--- config.mk ---
export PLATFORM = sky130hd
export DESIGN_NAME = lsu_misalign
export DESIGN_NICKNAME = d
export VERILOG_FILES = /design/src/rtl/lsu_pkg.sv /design/src/rtl/lsu_load_merge.sv /design/src/rtl/lsu_misalign.sv
export SDC_FILE = /design/constraint.sdc
export NUM_CORES = 1
export LEC_CHECK = 0
export CORE_ASPECT_RATIO = 0.75
export CORE_MARGIN = 4
export CORE_UTILIZATION = 45
export DETAILED_ROUTE_END_ITERATION = 7
export GPL_TIMING_DRIVEN = 1
export HOLD_SLACK_MARGIN = 0.1
export PLACE_DENSITY = 0.83
export REMOVE_ABC_BUFFERS = 1
export SYNTH_ARGS = -nofsm -noshare
export SYNTH_HDL_FRONTEND = slang
export SYNTH_HIERARCHICAL = 1
export SYNTH_SLANG_ARGS = --single-unit
--- constraint.sdc ---
create_clock -name clk -period 2.7 [get_ports clk]
set_input_delay 0.54 -clock clk [delete_from_list [all_inputs] [get_ports clk]]
set_output_delay 0.54 -clock clk [all_outputs]
set_load 0.02 [all_outputs]
--- src/rtl/lsu_pkg.sv ---
// Shared load/store definitions: RV32I funct3 codes, sequencer states, misalignment test.
// Latency: n/a (types, constants and a pure function only).
// Backpressure: n/a.
package lsu_pkg;

   localparam logic [2:0] F3_LB  = 3'b000;
   localparam logic [2:0] F3_LH  = 3'b001;
   localparam logic [2:0] F3_LW  = 3'b010;
   localparam logic [2:0] F3_LBU = 3'b100;
   localparam logic [2:0] F3_LHU = 3'b101;
   localparam logic [2:0] F3_SB  = 3'b000;
   localparam logic [2:0] F3_SH  = 3'b001;
   localparam logic [2:0] F3_SW  = 3'b010;

   typedef enum logic [1:0] {
      IDLE = 2'd0,
      LD2  = 2'd1,
      ST   = 2'd2
   } lsu_state_t;

   // Halfwords need an even address, words a multiple of four; bytes are always aligned.
   function automatic logic is_misaligned(input logic [2:0] funct3, input logic [1:0] addr_lo);
      return ((funct3[1:0] == 2'b01) && addr_lo[0]) ||
             ((funct3[1:0] == 2'b10) && (addr_lo != 2'b00));
   endfunction

endpackage

--- src/rtl/lsu_load_merge.sv ---
// Merges two aligned words into one misaligned load result and extends it per funct3.
// Latency: purely combinational.
// Backpressure: none.
module lsu_load_merge
   import lsu_pkg::*;
(
   input  logic [31:0] lo,
   input  logic [23:0] hi,       // low 3 bytes of the upper word; byte 3 can never reach the result
   input  logic [1:0]  offset,
   input  logic [2:0]  funct3,
   output logic [31:0] rdata
);

   logic [31:0] shifted;

   // Select the 32-bit window starting at the byte offset, then sign/zero extend.
   always_comb begin
      shifted = lo;
      case (offset)
         2'd0:    shifted = lo;
         2'd1:    shifted = {hi[7:0],  lo[31:8]};
         2'd2:    shifted = {hi[15:0], lo[31:16]};
         default: shifted = {hi[23:0], lo[31:24]};
      endcase

      rdata = shifted;
      case (funct3)
         F3_LB:   rdata = {{24{shifted[7]}}, shifted[7:0]};
         F3_LBU:  rdata = {24'b0, shifted[7:0]};
         F3_LH:   rdata = {{16{shifted[15]}}, shifted[15:0]};
         F3_LHU:  rdata = {16'b0, shifted[15:0]};
         default: rdata = shifted;
      endcase
   end

endmodule

--- src/rtl/lsu_misalign.sv ---
// Load/store sequencer: aligned accesses pass through; misaligned loads become two word reads, stores become byte writes.
// Latency: aligned 0 extra cycles; misaligned load 1 extra cycle; misaligned SH/SW 1/3 extra cycles.
// Backpressure: stall holds the core (which keeps req_* stable) while a split access is in progress.
module lsu_misalign
   import lsu_pkg::*;
#(
   parameter int SPLIT_EN = 1,
   parameter int CNT_W    = 32
)(
   input  logic             clk,
   input  logic             reset,
   input  logic             req_valid,
   input  logic             req_we,
   input  logic [31:0]      req_addr,
   input  logic [31:0]      req_wdata,
   input  logic [2:0]       req_funct3,
   output logic             stall,
   output logic [31:0]      rdata,
   output logic             misalign_evt,
   output logic [CNT_W-1:0] misalign_cnt,
   output logic             mem_we,
   output logic [31:0]      mem_a,
   output logic [31:0]      mem_wd,
   output logic [2:0]       mem_funct3,
   input  logic [31:0]      mem_rd
);

   lsu_state_t  state, state_nxt;
   logic [1:0]  k_q, k_nxt;
   logic [31:0] lo_q;
   logic        mis, accept, split, last_byte;
   logic [1:0]  byte_idx;
   logic [7:0]  wbyte;
   logic [31:0] aligned_a;
   logic [31:0] merged;

   assign mis       = is_misaligned(req_funct3, req_addr[1:0]);
   assign accept    = (state == IDLE) && req_valid && mis && !reset;
   assign split     = (SPLIT_EN != 0) && accept;
   assign aligned_a = {req_addr[31:2], 2'b00};
   // SH writes bytes 0..1, SW writes bytes 0..3.
   assign last_byte = (k_q == ((req_funct3[1:0] == 2'b01) ? 2'd1 : 2'd3));
   // Byte 0 goes out from IDLE; later bytes come from the ST state's counter.
   assign byte_idx  = (state == ST) ? k_q : 2'd0;

   lsu_load_merge u_merge (
      .lo     (lo_q),
      .hi     (mem_rd[23:0]),
      .offset (req_addr[1:0]),
      .funct3 (req_funct3),
      .rdata  (merged)
   );

   // State, byte counter and first-word capture.
   always_ff @(posedge clk or posedge reset) begin
      if (reset) begin
         state <= IDLE;
         k_q   <= 2'd0;
         lo_q  <= 32'd0;
      end else begin
         state <= state_nxt;
         k_q   <= k_nxt;
         if (split && !req_we)
            lo_q <= mem_rd;
      end
   end

   // Saturating count of accepted misaligned accesses, counted even when not split.
   always_ff @(posedge clk or posedge reset) begin
      if (reset)
         misalign_cnt <= '0;
      else if (accept && (misalign_cnt != {CNT_W{1'b1}}))
         misalign_cnt <= misalign_cnt + {{(CNT_W-1){1'b0}}, 1'b1};
   end

   // Next state: a dropped req_valid aborts any split back to IDLE.
   always_comb begin
      state_nxt = state;
      k_nxt     = k_q;
      case (state)
         IDLE: begin
            if (split) begin
               if (req_we) begin
                  state_nxt = ST;
                  k_nxt     = 2'd1;
               end else begin
                  state_nxt = LD2;
               end
            end
         end
         LD2: state_nxt = IDLE;
         ST: begin
            if (!req_valid || last_byte) begin
               state_nxt = IDLE;
               k_nxt     = 2'd0;
            end else begin
               k_nxt = k_q + 2'd1;
            end
         end
         default: begin
            state_nxt = IDLE;
            k_nxt     = 2'd0;
         end
      endcase
   end

   // Store byte for the current split write.
   always_comb begin
      wbyte = req_wdata[7:0];
      case (byte_idx)
         2'd0:    wbyte = req_wdata[7:0];
         2'd1:    wbyte = req_wdata[15:8];
         2'd2:    wbyte = req_wdata[23:16];
         default: wbyte = req_wdata[31:24];
      endcase
   end

   // Memory-side outputs: pass-through unless a split access owns the bus.
   always_comb begin
      mem_we       = req_valid & req_we;
      mem_a        = req_addr;
      mem_wd       = req_wdata;
      mem_funct3   = req_funct3;
      stall        = 1'b0;
      rdata        = mem_rd;
      misalign_evt = accept;
      case (state)
         IDLE: begin
            if (split && !req_we) begin
               mem_we     = 1'b0;
               mem_a      = aligned_a;
               mem_funct3 = F3_LW;
               stall      = 1'b1;
            end else if (split) begin
               mem_we     = 1'b1;
               mem_a      = req_addr;
               mem_wd     = {24'b0, wbyte};
               mem_funct3 = F3_SB;
               stall      = 1'b1;
            end
         end
         LD2: begin
            mem_we     = 1'b0;
            mem_a      = aligned_a + 32'd4;
            mem_funct3 = F3_LW;
            rdata      = merged;
         end
         ST: begin
            if (req_valid) begin
               mem_we     = 1'b1;
               mem_a      = req_addr + {30'b0, k_q};
               mem_wd     = {24'b0, wbyte};
               mem_funct3 = F3_SB;
               stall      = !last_byte;
            end else begin
               mem_we = 1'b0;
            end
         end
         default: ;
      endcase
   end

endmodule
==> results of run 1 <==
## routing by layer
layer / routed length [um] / GRT usage (%) / vias up
met1: 9080 / 36.6 / 3349
li1: - / - / 3134
met2: 11100 / 46.2 / 402
met4: 398 / 5.48 / 2
met3: 2070 / 7.38 / 46
met5: 13 / 0 / -
## timing repair
item / CTS / global route
setup endpoints to repair: 135 / 86
gates cloned: 4 / 1
gates resized for setup: 539 / 106
buffers inserted: 16 / 14
pin swaps: 33 / 44
## layout by cell type, fill, tap and decap left out, types with 27 or more instances in the layout
cell               n
buf_2             37
buf_4            157
buf_6             42
clkdlybuf4s50_1  105
dfrtp_1           64
dlygate4sd2_1     27
mux2_1            27
mux4_2            34
nand2_1          147
nor2_1            30
xnor2_1           43
## logic make-up (layout without fill, tap and decap cells)
family | Yosys count | count (layout) | share of synthesized area (%)
fa+ha+maj | 6 | 6 | 1.33
mux | 78 | 78 | 21.1
flops | 68 | 68 | 28.3
simple gates | 332 | 332 | 27.1
compound gates | 73 | 73 | 7.40
buf+inv | 64 | 421 | 5.65
xor+xnor | 62 | 62 | 9.05
## critical path, cell delays in order, from the launching register on
cell,delay [ps]
dfrtp_2,450
ha_1,310
a21oi_2,60
o21ai_1,160
buf_4,170
nor2b_4,270
nand4_1,170
xnor2_1,200
buf_4,170
## power by group
group / total, mW / internal, mW / leakage, nW / switching [mW]
Sequential: 1.43 / 1.22 / 0.873 / 0.214
Clock: 1.09 / 0.644 / 0.135 / 0.450
Combinational: 2.02 / 1.10 / 3.58 / 0.924
Total: 4.55 / 2.96 / 4.59 / 1.59
## state kept, by name, indices dropped and copies added (netlist names)
signal,count
misalign_cnt,32
k_q,2
state,2
lo_q,32
## final timing paths
kind | start | cells after the start | end | slack (ps)
worst max-delay path | k_q[1]$_DFFE_PP0P_ | 8 | mem_a[25] | -110
worst min-delay path | reset | 2 | k_q[1]$_DFFE_PP0P_ | 180
worst max register to register | state[0]$_DFFE_PP0P_ | 7 | lo_q[9]$_DFFE_PP0P_ | 180
worst min register to register | lo_q[1]$_DFFE_PP0P_ | 1 | lo_q[1]$_DFFE_PP0P_ | 490
max in group asynchronous | reset | 3 | lo_q[23]$_DFFE_PP0P_ | 1920
min in group clk | lo_q[1]$_DFFE_PP0P_ | 1 | lo_q[1]$_DFFE_PP0P_ | 490
## metrics by stage
stage               instances  instance area, um2  setup TNS (ps)
finish                   1211               10000           -1730
global route             1211               10000           -5720
CTS                      1200                9760           -2450
detailed placement       1164                9280          -86300
global placement         1164                9280          -83110
floorplan                 634                5720           -6200
## synth_stat cells (all sizes together) (4+ instances only)
master / number / area (um2)
nand2: 153 / 574
and2: 8 / 50.1
inv: 14 / 52.6
mux2i: 8 / 92.6
nand4b: 4 / 35.0
nor2b: 5 / 31.3
ha: 4 / 50.1
o22ai: 7 / 43.8
and3: 36 / 225
nand4: 23 / 144
buf: 19 / 169
nand3: 34 / 170
a21oi: 15 / 75.1
and4: 6 / 52.6
clkbuf: 30 / 113
nor4: 5 / 43.8
o221ai: 5 / 43.8
nand2b: 5 / 31.3
nor3: 8 / 40.0
xnor2: 47 / 412
nor2: 33 / 140
dfrtp: 68 / 1700
a22o: 5 / 43.8
a31oi: 4 / 25.0
o21ai: 30 / 154
mux4: 34 / 769
or2: 4 / 25.0
mux2: 36 / 405
xor2: 15 / 131
## area by class of cell
| class | count | area [um2] | share of cell area [%] |
|---|---|---|---|
| Clock buffer | 10 | 239 | 2.38 |
| Clock inverter | 6 | 38.8 | 0.387 |
| Inverter | 15 | 58.8 | 0.586 |
| Multi-Input combinational cell | 551 | 4330 | 43.1 |
| Sequential cell | 68 | 1710 | 17.0 |
| Tap cell | 171 | 214 | 2.13 |
| Timing Repair Buffer | 390 | 3450 | 34.4 |
==> results.sh, run 1 <==
export IMPL_async_reset_ff_share_pct=100
export IMPL_dp_slack_ps=-952
export IMPL_finalClockSkew_ps=7.04
export IMPL_drt_iter0_markers=571
export IMPL_grt_overflow=0
export IMPL_cp_required_ps=2160
export IMPL_p_total_mw=4.55
export IMPL_syn_to_final_growth_pct=67.1
export IMPL_hold_viol=0
export IMPL_final_util_pct=77.1
export IMPL_final_max_slew_viol_count=0
export IMPL_clkTransAtPathRegs_ps=60
export IMPL_start_util_pct=46.1
export IMPL_drt_pass1_iterations=6
export IMPL_first_global_vias=6723
export IMPL_drive_above_1_share_pct=38.2
export IMPL_cts_num_sinks=68
export IMPL_yosys_warnings=6
export IMPL_rsz0062_at_grt="true"
export IMPL_htree_num_levels=3
export IMPL_cts_tree="done"
export IMPL_synth_top_flop_cell="dfrtp_1"
export IMPL_ant_nets=0
export IMPL_worstSetupPathType="flip-flop to output port"
export IMPL_outcome="finished, violations left"
export IMPL_wl_um=22700
export IMPL_start_kind="flip-flop"
export IMPL_synth_cell_types=53
export IMPL_max_freq_ghz=0.355
export IMPL_routabilityCongestion=0.911
export IMPL_die_w_um=141
export IMPL_hold_buffers=0
export IMPL_grt_max_degree=60
export IMPL_routed_via_density=5.73
export IMPL_num_rows=36
export IMPL_design_die_area_um2=15300
export IMPL_violations="setup timing"
export IMPL_worst_path_max_fanout=8
export IMPL_setup_violations=30
export IMPL_grt_pass1_wl_um=34400
export IMPL_io_buffers=236
export IMPL_layout_nets=1143
export IMPL_avgRoutedWirePerCell_um=18.7
export IMPL_slew_headroom_pct=48.3
export IMPL_min_period_ps=2810
export IMPL_dpl_hpwl_um=15400
export IMPL_timing_hold_ws_ps=179
export IMPL_syn_cell_area_um2=6000
export IMPL_synth_cells=683
export IMPL_antenna_found_initial=1
export IMPL_endpoint_kind="output port"
export IMPL_power_density_nw_per_um2=453
export IMPL_core_area_um2=13000
export IMPL_synth_edff_count=0
export IMPL_diodes=0
export IMPL_clockRootBuffer="clkbuf_16"
export IMPL_maxCapViolCount=0
export IMPL_die_h_um=108
export IMPL_power_leakage_nw=4.59
export IMPL_yosysSeqAreaShare_pct=28.3
export IMPL_globalRouteTotalUtil_pct=27.6
export IMPL_cp_arrival_ps=2270
export IMPL_worst_pin_slew_ps=769
export IMPL_worst_skew_pair_late_latency_ps=330
export IMPL_drc=0
export IMPL_io_pins=237
export IMPL_hold_class="input port to asynchronous set/reset pin"
export IMPL_clock_tree_buffer_depth=2
export IMPL_syn_avg_cell_area_um2=8.79
export IMPL_vias=6933
export IMPL_period_share_pct=104
export IMPL_max_vdd_ir_drop_mv=0.338
export IMPL_setup_ws_ps=-114
export IMPL_ys_ff_latch=68
export IMPL_fillerInstances=839
export IMPL_cts_buffers=9
No activity file was read; power rests on OpenSTA's default activity.
==> run 2: changes to the inputs <==
--- a/config.mk
+++ b/config.mk
@@ -11,6 +11,7 @@
 export DETAILED_ROUTE_END_ITERATION = 7
 export GPL_TIMING_DRIVEN = 1
 export HOLD_SLACK_MARGIN = 0.1
+export MAX_ROUTING_LAYER = met4
 export PLACE_DENSITY = 0.83
 export REMOVE_ABC_BUFFERS = 1
 export SYNTH_ARGS = -nofsm -noshare
==> run 2 against run 1 <==
  * The run still ends with setup timing left
  * Setup slack lost 4.0 ps
  * Clock skew grew 0.74 ps
  * Cell area is essentially flat
==> results.sh, run 2 (synthesis results as in run 1) <==
export IMPL_outcome="finished, violations left"
export IMPL_violations="setup timing"
export IMPL_rsz0062_at_grt="true"
export IMPL_period_share_pct=104
export IMPL_reg2reg_depth=7
export IMPL_grt_overflow=0
export IMPL_clkTransAtPathRegs_ps=60
export IMPL_drt_pass1_iterations=5
export IMPL_io_buffers=236
export IMPL_globalRouteTotalUtil_pct=28.4
export IMPL_register_area_um2=1710
export IMPL_max_vdd_ir_drop_mv=0.341
export IMPL_design_die_area_um2=15300
export IMPL_drive_above_1_share_pct=38.1
export IMPL_place_inst=1164
export IMPL_wl_um=22800
export IMPL_worst_skew_pair_late_latency_ps=330
export IMPL_rr_endpoint="lo_q[9]$_DFFE_PP0P_"
export IMPL_avgRoutedWirePerCell_um=18.8
export IMPL_num_rows=36
export IMPL_multi_input_comb_area_um2=4330
export IMPL_startpoint="k_q[1]$_DFFE_PP0P_"
export IMPL_htree_num_levels=3
export IMPL_dpl_hpwl_um=15400
export IMPL_endpoint_kind="output port"
export IMPL_layout_nets=1142
export IMPL_combPwrFrac_pct=44.4
export IMPL_worst_path_max_fanout=8
export IMPL_syn_to_final_growth_pct=67.0
export IMPL_start_kind="flip-flop"
export IMPL_ant_nets=0
export IMPL_cts_tree="done"
export IMPL_routed_via_density=5.74
export IMPL_drc=0
export IMPL_final_util_pct=77.0
export IMPL_layout_commonest_cell="buf_4"
export IMPL_io_pins=237
export IMPL_slew_headroom_pct=48.5
export IMPL_seq_power_share_pct=31.4
export IMPL_cp_arrival_ps=2280
export IMPL_layout_common_cells="buf_4 (156), nand2_1 (147), clkdlybuf4s50_1 (105)"
export IMPL_die_w_um=141
export IMPL_hold_class="input port to asynchronous set/reset pin"
export IMPL_endpoint="mem_a[25]"
export IMPL_fillerInstances=838
export IMPL_setup_ws_ps=-118
export IMPL_setup_tns_final_ps=-1710
export IMPL_rr_startpoint="state[0]$_DFFE_PP0P_"
export IMPL_maxCapViolCount=0
export IMPL_first_global_vias=6715
export IMPL_reg_top3="lo_q x32, misalign_cnt x32"
export IMPL_max_freq_ghz=0.355
export IMPL_power_frac_clock_pct=24.2
export IMPL_switchingPower_mw=1.59
export IMPL_worst_pin_slew_ps=765
export IMPL_cp_required_ps=2160
export IMPL_p_int_mw=2.96
export IMPL_antenna_found_initial=1
export IMPL_drt_iter0_markers=572
export IMPL_die_h_um=108
export IMPL_grt_pass1_wl_um=34400
export IMPL_vias=6951
export IMPL_cts_num_sinks=68
export IMPL_min_period_ps=2820
export IMPL_p_sw_share_pct=35.0
export IMPL_final_max_slew_viol_count=0
export IMPL_start_util_pct=46.1
export IMPL_core_area_um2=13000
export IMPL_routabilityCongestion=0.927
export IMPL_power_leakage_nw=4.58
export IMPL_grt_max_degree=60
export IMPL_worstSetupPathType="flip-flop to output port"
export IMPL_clockRootBuffer="clkbuf_16"
export IMPL_p_total_mw=4.55
export IMPL_setup_violations=30
export IMPL_clock_tree_buffer_depth=2
export IMPL_timing_hold_ws_ps=177
export IMPL_r2r_slack_ps=170
export IMPL_final_cell_count_no_fill=1212
export IMPL_power_density_nw_per_um2=454
export IMPL_hold_viol=0
export IMPL_cts_buffers=9
export IMPL_finalClockSkew_ps=7.78
run 2: layer usage:
layer | up-vias | routed length (um) | track usage (%)
met3 | 50 | 1880 | 6.68
li1 | 3142 | - | -
met2 | 378 | 11200 | 46.2
met4 | 0 | 436 | 5.41
met1 | 3381 | 9280 | 37.1
met5 | - | 0 | -
run 2: how the worst min path moves through the flow:
stage	slack [ps]	cells after the start	start	end
final	180	2	reset	k_q[1]$_DFFE_PP0P_
after global routing	180	2	reset	k_q[1]$_DFFE_PP0P_
after CTS	170	2	reset	k_q[1]$_DFFE_PP0P_
after detailed placement	470	1	lo_q[4]$_DFFE_PP0P_	lo_q[4]$_DFFE_PP0P_
after global placement	470	1	lo_q[5]$_DFFE_PP0P_	lo_q[5]$_DFFE_PP0P_
after floorplan	450	1	lo_q[0]$_DFFE_PP0P_	lo_q[0]$_DFFE_PP0P_
run 2: power groups by stage:
stage,registers (mW),logic (mW),clock network (mW)
3_3_place_gp,1.40,1.81,0
2_1_floorplan,1.45,0.920,0
5_1_grt,1.46,2.15,1.16
3_5_place_dp,1.42,1.84,0
6_report,1.43,2.02,1.10
4_1_cts,1.41,1.92,1.11
run 2: cell type report:
cell class / count / area share (%)
well taps: 171 / 2.13
flip-flops and latches: 68 / 17.0
inverters: 15 / 0.586
repair buffers: 389 / 34.3
diodes: 2 / 0.0499
multi-input cells: 551 / 43.1
clock inverters: 6 / 0.387
clock buffers: 10 / 2.38
run 2: timing repair:
action                                  in CTS  in global routing
endpoints found under the setup margin     135                 86
pin swaps                                   33                 44
cloned                                       4                  1
setup buffers                               16                 13
hold buffers                                 0                  0
gates resized for setup                    539                106
run 2: worst max-delay path: stages, from the launching register on:
cell	delay, ps
dfrtp_2	440
ha_1	300
a21oi_2	60
o21ai_1	160
buf_4	170
nor2b_4	280
nand4_1	170
xnor2_1	200
buf_4	170
run 2: stage by stage:
step	instance area, um2	worst slack [ps]
finish	10000	-118
global placement	9280	-954
CTS	9760	-109
floorplan	5720	-509
global route	10000	-272
detailed placement	9280	-952
